--- config.mk ---
export PLATFORM = sky130hd
export DESIGN_NAME = dps_io_bridge
export DESIGN_NICKNAME = d
export VERILOG_FILES = /design/src/rtl/dps_bridge_pkg.sv /design/src/rtl/dps_io_bridge_if.sv /design/src/rtl/dps_io_bridge_fifo.sv /design/src/rtl/dps_io_bridge.sv
export SDC_FILE = /design/constraint.sdc
export NUM_CORES = 1
export LEC_CHECK = 0
export ABC_CLOCK_PERIOD_IN_PS = 2650
export CORE_MARGIN = 3
export CORE_UTILIZATION = 45
export CTS_CLUSTER_DIAMETER = 150
export DETAILED_ROUTE_END_ITERATION = 8
export HOLD_SLACK_MARGIN = 0.1
export PLACE_DENSITY_LB_ADDON = 0.05
export SLEW_MARGIN = 20
export SYNTH_ARGS = -nofsm -noshare
export SYNTH_HDL_FRONTEND = slang
export SYNTH_SLANG_ARGS = --single-unit
--- constraint.sdc ---
create_clock -name iCLOCK -period 2.65 [get_ports iCLOCK]
set_input_delay 0.53 -clock iCLOCK [delete_from_list [all_inputs] [get_ports iCLOCK]]
set_output_delay 0.53 -clock iCLOCK [all_outputs]
set_load 0.05 [all_outputs]
--- src/rtl/dps_bridge_pkg.sv ---
// Shared types and the DPS address map for the CPU-to-DPS IO bridge.
// Optional read watchdog is enabled by defining DPS_BRIDGE_TIMEOUT_EN.
package dps_bridge_pkg;

    typedef enum logic [1:0] {
        ST_IDLE    = 2'd0,
        ST_ISSUE   = 2'd1,
        ST_RD_WAIT = 2'd2,
        ST_RESP    = 2'd3
    } state_t;

    // Registers the DPS actually decodes; anything else gets an error response.
    localparam logic [31:0] DPS_UTIM64_LIMIT = 32'h0000_0074;
    localparam logic [31:0] DPS_ADDR_7C      = 32'h0000_007C;
    localparam logic [31:0] DPS_SCI_0        = 32'h0000_0100;
    localparam logic [31:0] DPS_SCI_1        = 32'h0000_0104;
    localparam logic [31:0] DPS_SCI_2        = 32'h0000_0108;
    localparam logic [31:0] DPS_MIMSR        = 32'h0000_0120;
    localparam logic [31:0] DPS_LSFLAGS      = 32'h0000_01FC;

    localparam int ENTRY_W = 66;

    typedef struct packed {
        logic        rw;
        logic [31:0] addr;
        logic [31:0] data;
        logic        mapped;
    } entry_t;

    function automatic logic addr_mapped(input logic [31:0] addr);
        return (addr <= DPS_UTIM64_LIMIT) || (addr == DPS_ADDR_7C) ||
               (addr == DPS_SCI_0) || (addr == DPS_SCI_1) || (addr == DPS_SCI_2) ||
               (addr == DPS_MIMSR) || (addr == DPS_LSFLAGS);
    endfunction

endpackage

--- src/rtl/dps_io_bridge_if.sv ---
// Push/pop bus between the bridge control logic (master) and its request FIFO (slave).
// Handshake: push is taken when !full (or when a pop happens in the same cycle); pop is taken when !empty; head is valid whenever !empty.
interface dps_io_bridge_if #(
    parameter int W = 66
);
    logic         push;
    logic [W-1:0] wdata;
    logic         pop;
    logic [W-1:0] head;
    logic         full;
    logic         empty;

    modport master (output push, output wdata, output pop,
                    input  head, input  full,  input  empty);
    modport slave  (input  push, input  wdata, input  pop,
                    output head, output full,  output empty);
endinterface

--- src/rtl/dps_io_bridge_fifo.sv ---
// Synchronous request FIFO; pointers carry one extra wrap bit so full/empty come from a count compare.
module dps_io_bridge_fifo #(
    parameter int DEPTH   = 4,
    parameter int DEPTH_N = 2,
    parameter int WIDTH   = 66
) (
    input  logic             iCLOCK,
    input  logic             inRESET,
    dps_io_bridge_if.slave   fifo_if
);

    localparam logic [DEPTH_N:0] DEPTH_CNT = (DEPTH_N + 1)'(DEPTH);
    localparam logic [DEPTH_N:0] PTR_ONE   = (DEPTH_N + 1)'(1);

    logic [DEPTH_N:0] wr_ptr_q, wr_ptr_d;
    logic [DEPTH_N:0] rd_ptr_q, rd_ptr_d;
    logic [DEPTH_N:0] count;
    logic [WIDTH-1:0] mem_q [DEPTH];
    logic [WIDTH-1:0] mem_d [DEPTH];
    logic             do_push;
    logic             do_pop;

    assign count         = wr_ptr_q - rd_ptr_q;
    assign fifo_if.full  = (count == DEPTH_CNT);
    assign fifo_if.empty = (count == '0);
    assign fifo_if.head  = mem_q[rd_ptr_q[DEPTH_N-1:0]];

    // A full FIFO still accepts a push when the head leaves in the same cycle.
    assign do_pop  = fifo_if.pop && !fifo_if.empty;
    assign do_push = fifo_if.push && (!fifo_if.full || do_pop);

    always_comb begin
        mem_d    = mem_q;
        wr_ptr_d = wr_ptr_q;
        rd_ptr_d = rd_ptr_q;
        if (do_push) begin
            mem_d[wr_ptr_q[DEPTH_N-1:0]] = fifo_if.wdata;
            wr_ptr_d                     = wr_ptr_q + PTR_ONE;
        end
        if (do_pop) begin
            rd_ptr_d = rd_ptr_q + PTR_ONE;
        end
    end

    always_ff @(posedge iCLOCK or negedge inRESET) begin
        if (!inRESET) begin
            wr_ptr_q <= '0;
            rd_ptr_q <= '0;
            for (int i = 0; i < DEPTH; i++) begin
                mem_q[i] <= '0;
            end
        end else begin
            wr_ptr_q <= wr_ptr_d;
            rd_ptr_q <= rd_ptr_d;
            mem_q    <= mem_d;
        end
    end

endmodule

--- src/rtl/dps_io_bridge.sv ---
// CPU IO port to DPS bridge: queues requests, issues them one at a time, returns reads in order.
// Define DPS_BRIDGE_TIMEOUT_EN to add a read watchdog of TIMEOUT_CYCLES cycles.
module dps_io_bridge
    import dps_bridge_pkg::*;
#(
    parameter int FIFO_DEPTH     = 4,
    parameter int FIFO_DEPTH_N   = 2,
    parameter int TIMEOUT_CYCLES = 1024
) (
    input  logic        iCLOCK,
    input  logic        inRESET,
    input  logic        iCPU_REQ,
    output logic        oCPU_BUSY,
    input  logic        iCPU_RW,
    input  logic [31:0] iCPU_ADDR,
    input  logic [31:0] iCPU_DATA,
    output logic        oCPU_VALID,
    output logic [31:0] oCPU_DATA,
    output logic        oCPU_ERR,
    output logic        oDPS_REQ,
    input  logic        iDPS_BUSY,
    output logic        oDPS_RW,
    output logic [31:0] oDPS_ADDR,
    output logic [31:0] oDPS_DATA,
    input  logic        iDPS_VALID,
    input  logic [31:0] iDPS_DATA
);

    dps_io_bridge_if #(.W(ENTRY_W)) fifo_if ();

    dps_io_bridge_fifo #(
        .DEPTH   (FIFO_DEPTH),
        .DEPTH_N (FIFO_DEPTH_N),
        .WIDTH   (ENTRY_W)
    ) u_fifo (
        .iCLOCK  (iCLOCK),
        .inRESET (inRESET),
        .fifo_if (fifo_if.slave)
    );

    entry_t push_entry;
    entry_t head_entry;
    logic   fifo_pop;

    // Decode once at push so the issue path only looks at a single flag.
    assign push_entry    = '{rw: iCPU_RW, addr: iCPU_ADDR, data: iCPU_DATA,
                             mapped: addr_mapped(iCPU_ADDR)};
    assign fifo_if.push  = iCPU_REQ && !fifo_if.full;
    assign fifo_if.wdata = push_entry;
    assign fifo_if.pop   = fifo_pop;
    assign head_entry    = entry_t'(fifo_if.head);
    assign oCPU_BUSY     = fifo_if.full;

    state_t      state_q,     state_d;
    logic        dps_req_q,   dps_req_d;
    logic        dps_rw_q,    dps_rw_d;
    logic [31:0] dps_addr_q,  dps_addr_d;
    logic [31:0] dps_data_q,  dps_data_d;
    logic        cpu_valid_q, cpu_valid_d;
    logic [31:0] cpu_data_q,  cpu_data_d;
    logic        cpu_err_q,   cpu_err_d;

`ifdef DPS_BRIDGE_TIMEOUT_EN
    localparam int               TO_W    = $clog2(TIMEOUT_CYCLES + 1);
    localparam logic [TO_W-1:0]  TO_LAST = TO_W'(TIMEOUT_CYCLES - 1);
    localparam logic [TO_W-1:0]  TO_ONE  = TO_W'(1);
    logic [TO_W-1:0] to_cnt_q, to_cnt_d;

    always_comb begin
        to_cnt_d = '0;
        if (state_q == ST_RD_WAIT) begin
            to_cnt_d = to_cnt_q + TO_ONE;
        end
    end
`endif

    always_comb begin
        state_d     = state_q;
        fifo_pop    = 1'b0;
        dps_req_d   = 1'b0;
        dps_rw_d    = 1'b0;
        dps_addr_d  = '0;
        dps_data_d  = '0;
        cpu_valid_d = 1'b0;
        cpu_data_d  = '0;
        cpu_err_d   = 1'b0;
        case (state_q)
            ST_IDLE: begin
                if (!fifo_if.empty) begin
                    state_d = ST_ISSUE;
                end
            end
            ST_ISSUE: begin
                if (fifo_if.empty) begin
                    state_d = ST_IDLE;
                end else if (!head_entry.mapped) begin
                    fifo_pop = 1'b1;
                    if (head_entry.rw) begin
                        state_d = ST_IDLE;
                    end else begin
                        cpu_valid_d = 1'b1;
                        cpu_err_d   = 1'b1;
                        state_d     = ST_RESP;
                    end
                end else if (!iDPS_BUSY) begin
                    fifo_pop   = 1'b1;
                    dps_req_d  = 1'b1;
                    dps_rw_d   = head_entry.rw;
                    dps_addr_d = head_entry.addr;
                    dps_data_d = head_entry.data;
                    state_d    = head_entry.rw ? ST_IDLE : ST_RD_WAIT;
                end
            end
            ST_RD_WAIT: begin
                // Completion is staged here so oCPU_VALID lands one cycle after iDPS_VALID.
                if (iDPS_VALID) begin
                    cpu_valid_d = 1'b1;
                    cpu_data_d  = iDPS_DATA;
                    state_d     = ST_RESP;
                end
`ifdef DPS_BRIDGE_TIMEOUT_EN
                else if (to_cnt_q == TO_LAST) begin
                    cpu_valid_d = 1'b1;
                    cpu_err_d   = 1'b1;
                    state_d     = ST_RESP;
                end
`endif
            end
            ST_RESP: begin
                state_d = fifo_if.empty ? ST_IDLE : ST_ISSUE;
            end
            default: begin
                state_d = ST_IDLE;
            end
        endcase
    end

    always_ff @(posedge iCLOCK or negedge inRESET) begin
        if (!inRESET) begin
            state_q     <= ST_IDLE;
            dps_req_q   <= 1'b0;
            dps_rw_q    <= 1'b0;
            dps_addr_q  <= '0;
            dps_data_q  <= '0;
            cpu_valid_q <= 1'b0;
            cpu_data_q  <= '0;
            cpu_err_q   <= 1'b0;
`ifdef DPS_BRIDGE_TIMEOUT_EN
            to_cnt_q    <= '0;
`endif
        end else begin
            state_q     <= state_d;
            dps_req_q   <= dps_req_d;
            dps_rw_q    <= dps_rw_d;
            dps_addr_q  <= dps_addr_d;
            dps_data_q  <= dps_data_d;
            cpu_valid_q <= cpu_valid_d;
            cpu_data_q  <= cpu_data_d;
            cpu_err_q   <= cpu_err_d;
`ifdef DPS_BRIDGE_TIMEOUT_EN
            to_cnt_q    <= to_cnt_d;
`endif
        end
    end

    assign oDPS_REQ   = dps_req_q;
    assign oDPS_RW    = dps_rw_q;
    assign oDPS_ADDR  = dps_addr_q;
    assign oDPS_DATA  = dps_data_q;
    assign oCPU_VALID = cpu_valid_q;
    assign oCPU_DATA  = cpu_data_q;
    assign oCPU_ERR   = cpu_err_q;

endmodule

Word level (Yosys, flattened, before mapping). Index checks and enable logic that the tools add are counted.

Bits in registers: 372. Input port bits: 102. Output and inout port bits: 101. Word-level logic and storage cells: 94.

Add/sub/neg operators: 3. $lt $le $gt $ge: 4. Eq/ne operators: 13. Multiplexer cells: 42. Bitwise gates (word level): 2. Reduce and logical (&&, ||, !) cells: 16.

Operators with widths (count): $mux 32 (10); $bwmux 264 (1); $mux 66 (3); $eq 32x9->1 const B (5); $bmux 66 s2 (1); $demux 66 s2 (1); $eq 32x7->1 const B (1); $le 32x7->1 const B (1); $mux 1 (17); $mux 2 (7); $pmux 2 s4 (1); $logic_or 1x1->1 (7); $add 3x1->3 const B (2); $ge 3x3->1 const B (2); $not 2->3 (2); $eq 2x2->1 const B (2); $logic_and 1x1->1 (4); $ne 2x2->1 const B (2); $ne 4x4->1 const B (1); $eq 3x3->1 const B (1); $logic_not 3->1 (1); $lt 3x1->1 const B (1); $reduce_and 3->1 (1); $sub 3x3->3 (1); 4 further kinds (5).

Depth between registers and ports, before layout.
Depth after elaboration: 10. Mapped depth: 12. Depth with buffers taken out: 7.

Modules after synthesis. A second synthesis with hierarchy kept.

Cells, all modules: 931. Area, all modules: 15349.7 um^2.

By module, submodules not included: dps_io_bridge_fifo (times used 1, cells an instance 676, area each 11811.3 um^2, seq. area each 6756.5 um^2); dps_io_bridge (times used 1, cells an instance 255, area each 3538.4 um^2, seq. area each 2552.4 um^2).

Worst setup path after synthesis. No wires, ideal clock.

Path type: register -> register. From: register u_fifo.rd_ptr_q[1]. To: register u_fifo.mem_q[10] (netlist name). Arrival time: 2.679 ns. Required time: 2.525 ns. Path slack: -0.154 ns. Cell stages (with the launch flop): 13. Cells stage by stage: dfrtp_1 clkbuf_1 buf_1 inv_1 ha_1 and2_0 buf_2 nand2_1 and3_4 buf_6 buf_6 buf_8 mux2_4.

Cells in the longest elaborated chain, start to end: 10. Elaborated cells on any way between the ends: 16.

Ends and longest elaborated chain: start, declared (line dps_io_bridge_fifo.sv:16) `logic [DEPTH_N:0] rd_ptr_q, rd_ptr_d;`; start signal, assigned (line dps_io_bridge_fifo.sv:54) `rd_ptr_q <= rd_ptr_d;`; $not 2->3 (implied by the code) (line dps_io_bridge_fifo.sv:26) `assign fifo_if.head = mem_q[rd_ptr_q[DEPTH_N-1:0]];`; $bmux 66 s2 (line dps_io_bridge_fifo.sv:26); $mux 66 (implied by the code) (2 in a row) (line dps_io_bridge_fifo.sv:26); $mux 1 (line dps_io_bridge.sv:96) `end else if (!head_entry.mapped) begin`; $mux 1 (line dps_io_bridge.sv:94) `if (fifo_if.empty) begin`; $mux 1 (line dps_io_bridge.sv:87) `case (state_q)`; $logic_and 1x1->1 (line dps_io_bridge_fifo.sv:29) `assign do_pop = fifo_if.pop && !fifo_if.empty;`; $logic_or 1x1->1 (line dps_io_bridge_fifo.sv:30) `assign do_push = fifo_if.push && (!fifo_if.full || do_pop);`; $logic_and 1x1->1 (*) (line dps_io_bridge_fifo.sv:30); end signal, assigned (line dps_io_bridge_fifo.sv:55) `mem_q <= mem_d;`; end, declared (line dps_io_bridge_fifo.sv:18) `logic [WIDTH-1:0] mem_q [DEPTH];`.

Every way passes the cells marked *; elsewhere a longest branch is shown, timed or not. The select of a mux whose other input is x is not followed. A chain may end at the register's enable or synchronous reset.

Final worst setup path.
From: register u_fifo.rd_ptr_q[0]. To: output port oCPU_BUSY.

Cells in the longest elaborated chain, start to end: 2.

Ends and longest elaborated chain: $sub 3x3->3 (line dps_io_bridge_fifo.sv:23) `assign count = wr_ptr_q - rd_ptr_q;`; $eq 3x3->1 (line dps_io_bridge_fifo.sv:24) `assign fifo_if.full = (count == DEPTH_CNT);`; end, declared (line dps_io_bridge.sv:13) `output logic oCPU_BUSY,`.

Every way passes these cells.

==> flow_summary_export.csv <==
group,metric,value,unit
synthesis,yosysWarnings,0,
sta,relSlewSlack,37.90,%
setup_path,end_kind,"primary output",
cts,numCtsBuffers,42,
grt,grt_overflow,0,
grt,grt_pass1_vias,9257,
sta,max_freq,403.9,MHz
cts,htree_levels,2,
sta,fin_tns_setup,0,ns
cts,worstSkewPairLatency,0.54,ns
placement,place.gp.congestion,0.7322,
pwr,p_sw_share,27.53,%
synthesis,synth_top_area_share,60.23,%
cells_and_area,final_net_count,1271,
sta,period_minus_slack,2.476,ns
setup_path,criticalPathCategory,"reg2out",
setup_path,critPathLaunchType,"register",
cts,clkSlewWorstSetupHoldPaths,0.06,ns
route,drc,0,
floorplan,core_area,33700,µm²
run_status,status,"complete, no violations",
setup_path,cp-startpoint,"u_fifo.rd_ptr_q[0]$_DFFE_PN0P_",
setup_path,worstPathArrival,1.95,ns
synthesis,syn_nets,1051,
cells_and_area,final_core_util,58.08,%
sta,min_period_over_period,93.43,%
floorplan,initial_core_util,45.86,%
pwr,p_per_area,1167,nW/µm²
synthesis,ys_seq_area_share,60.23,%
route,drt-pass1-iter-count,4,
pwr,p_int,16550,µW
sta,tightestPinTransition,0.9316,ns
pwr,power_frac_clock,26.3,%
setup_path,cp_max_fo,6,
synthesis,synthMuxAreaShare,29.78,%
synthesis,synthCells,938,
setup_path,rr_worst_depth,5,
synthesis,synth.area.top_cells,"dfrtp_1 60%, mux2_2 17%, mux4_2 9.6%, mux2_4 2.7%, nor2b_1 2.7%",
route,post_drt_wl_per_cell,20.15,µm
synthesis,synth-simple-area-share,5.076,%
sta,report.final.slew_viol_count,0,
cells_and_area,drive_gt1_share,37.23,%
synthesis,synth_common_cells,"372 x dfrtp_1, 235 x mux2_2, 67 x nor2b_1, 66 x mux4_2, 35 x and3_1",
pwr,leakage,0.008355,µW
synthesis,avgSynthCellArea,16.48,µm²
synthesis,synth_area_leader_cell,"dfrtp_1",
route,vias,8532,
cts,cts_tree,"yes",
setup_path,crit_path_end,"oCPU_BUSY",
floorplan,core.rowCount,67,
synthesis,syn_area,15460,µm²
route,wl,33020,µm
cells_and_area,area_growth,26.63,%
setup_path,rr_endpoint,"oDPS_DATA[31]$_DFF_PN0_",
synthesis,yosysMostFrequentCell,"dfrtp_1",
synthesis,synthFlopType,"dfrtp_1",
setup_path,critPathRequiredTime,2.12,ns
synthesis,ys_ff_latch,372,
cts,cts.sink_count,372,
route,drtIter0Drc,312,
grt,grt_usage,18.67,%
hold_path,holdPathStages,1,
hold_path,min_path_type,"reg2reg",
grt,grt_max_degree,59,
pwr,p_switching,6288,µW
cells_and_area,n_fill_cell,2728,
setup_path,rrSetupSlack,0.38,ns
route,via_per_inst,5.206,
grt,antenna_found_initial,1,
floorplan,dieWidth,191.3,µm
synthesis,async_reset_ff_share,100.0,%
synthesis,synth-compound-area-share,0.6962,%
synthesis,synth_cell_types,36,
setup_path,rr_startpoint,"u_fifo.rd_ptr_q[0]$_DFFE_PN0P_",
route,antenna_left,0,
pwr,peakVddDrop,698.7,µV
floorplan,dieArea,36610,µm²
sta,rsz0062_at_grt,"no",
floorplan,io_pins,203,
floorplan,dieHeight,191.3,µm
placement,portBuffers,202,
placement,detailed_place_hpwl,19870,µm
sta,setup_violations,0,
synthesis,synth_top_family_by_area,"multiplexers",
sta,fin_skew,0.02392,ns
cts,root_buffer,"clkbuf_16",
grt,grt_pass1_wl,53730,µm
sta,finalHoldViolCount,0,
cts,cts.path.max_buffers,3,
run,maxCapViolations,0,
pwr,seq_power_share,39.1,%
synthesis,synth_xor_area_share,0.4452,%
synthesis,synth_adder_area_share,0.8905,%
pwr,p_comb_share,34.6,%
synthesis,synth-edff-count,0,
[power groups by stage]
| stage | clock [µW] | sequential [µW] | combinational [µW] |
|---|---|---|---|
| final | 6010 | 8920 | 7900 |
| after global routing | 6410 | 9190 | 8610 |
| after CTS | 6170 | 8920 | 8060 |
| after detailed placement | 0 | 9000 | 8020 |
| after global placement | 0 | 8950 | 7910 |
| after floorplan | 0 | 8820 | 6300 |
[how the worst min path moves through the flow]
stage                                        from                             to  slack, ns
floorplan                                 inRESET                      async pin       0.23
detailed placement   u_fifo.mem_q[71]$_DFFE_PN0P_   u_fifo.mem_q[71]$_DFFE_PN0P_       0.49
finish              u_fifo.mem_q[108]$_DFFE_PN0P_  u_fifo.mem_q[108]$_DFFE_PN0P_       0.50
CTS                 u_fifo.mem_q[117]$_DFFE_PN0P_  u_fifo.mem_q[117]$_DFFE_PN0P_       0.50
global placement     u_fifo.mem_q[57]$_DFFE_PN0P_   u_fifo.mem_q[57]$_DFFE_PN0P_       0.48
global route        u_fifo.mem_q[118]$_DFFE_PN0P_  u_fifo.mem_q[118]$_DFFE_PN0P_       0.51
[cell usage in the layout (no fill, tap or decap), types with 2 or more instances in the layout]
| cell type | instances |
|---|---|
| dfrtp_4 | 2 |
| nand4_1 | 2 |
| clkbuf_1 | 6 |
| clkbuf_16 | 42 |
| clkinv_2 | 6 |
| clkbuf_8 | 14 |
| inv_1 | 11 |
| buf_4 | 16 |
| buf_12 | 16 |
| mux2_2 | 235 |
| and3_4 | 4 |
| bufinv_16 | 4 |
| nand3_1 | 4 |
| nor4_1 | 5 |
| and3_1 | 32 |
| dfrtp_1 | 370 |
| mux4_2 | 66 |
| xor2_1 | 2 |
| clkdlybuf4s50_1 | 200 |
| mux2_4 | 28 |
| nor3_1 | 2 |
| mux2i_1 | 5 |
| nor2_1 | 4 |
| inv_6 | 2 |
| xnor2_1 | 4 |
| o21ai_0 | 4 |
| a21oi_1 | 4 |
| nor2b_1 | 66 |
| nand2_1 | 6 |
| ha_1 | 11 |
[critical path, cell delays in order (launching register included)]
cell and delay (ns):
dfrtp_4 0.49, ha_1 0.20, nor2b_2 0.16, xnor2_1 0.16, nand2_2 0.13, inv_2 0.12
buf_12 0.14
[cells by family after synthesis]
group	after synthesis
flip-flops	372
AO/OA/AOI/OAI	14
multiplexers	334
XOR/XNOR	7
AND/OR/NAND/NOR	130
buffers and inverters	70
adder cells (fa/ha/maj)	11
[metal layers]
layer	track usage, %	wire, µm
met1	26.33	15100
met2	30.20	15790
met3	3.796	1513
met4	4.093	601
met5	0	14
[what timing repair did]
action | 4_1_cts | 5_1_grt
hold buffers | 1 | 0
gates cloned | 0 | 0
endpoints found under the hold margin | 46 | 0
endpoints found under the setup margin | 1 | 1
setup buffers | 0 | 0
resized for setup | 1 | 2
[final cells by class]
class,instances,area [µm²],area share [%]
sequential,372,9316,47.60
multi-input combinational,496,5722,29.23
timing repair buffer,234,2467,12.61
clock buffer,62,1266,6.469
tap,448,560.5,2.864
clock inverter,14,192.7,0.9845
inverter,12,45.04,0.2301
antenna,1,2.502,0.01279
[stage by stage]
step	cell area (µm²)	instances	hold slack [ns]	power, µW	setup slack [ns]
6_report	19570	1639	0.4999	22840	0.1742
5_1_grt	19570	1638	0.5079	24210	0.009964
4_1_cts	19570	1638	0.5032	23150	0.02172
3_5_place_dp	18100	1561	0.4900	17030	0.1793
3_3_place_gp	18100	1561	0.4841	16850	0.1890
2_1_floorplan	15460	938	0.2344	15120	0.08879
[sequential cells by signal (all words and copies together) (netlist names), named ones only]
name and flops:
oDPS_RW 1, u_fifo.wr_ptr_q 3, oDPS_REQ 1, oCPU_VALID 1, oCPU_ERR 1, oDPS_DATA 32
state_q 1, oCPU_DATA 32, oDPS_ADDR 32, u_fifo.rd_ptr_q 3, u_fifo.mem_q 264
Power figures use the tool's default switching activity.
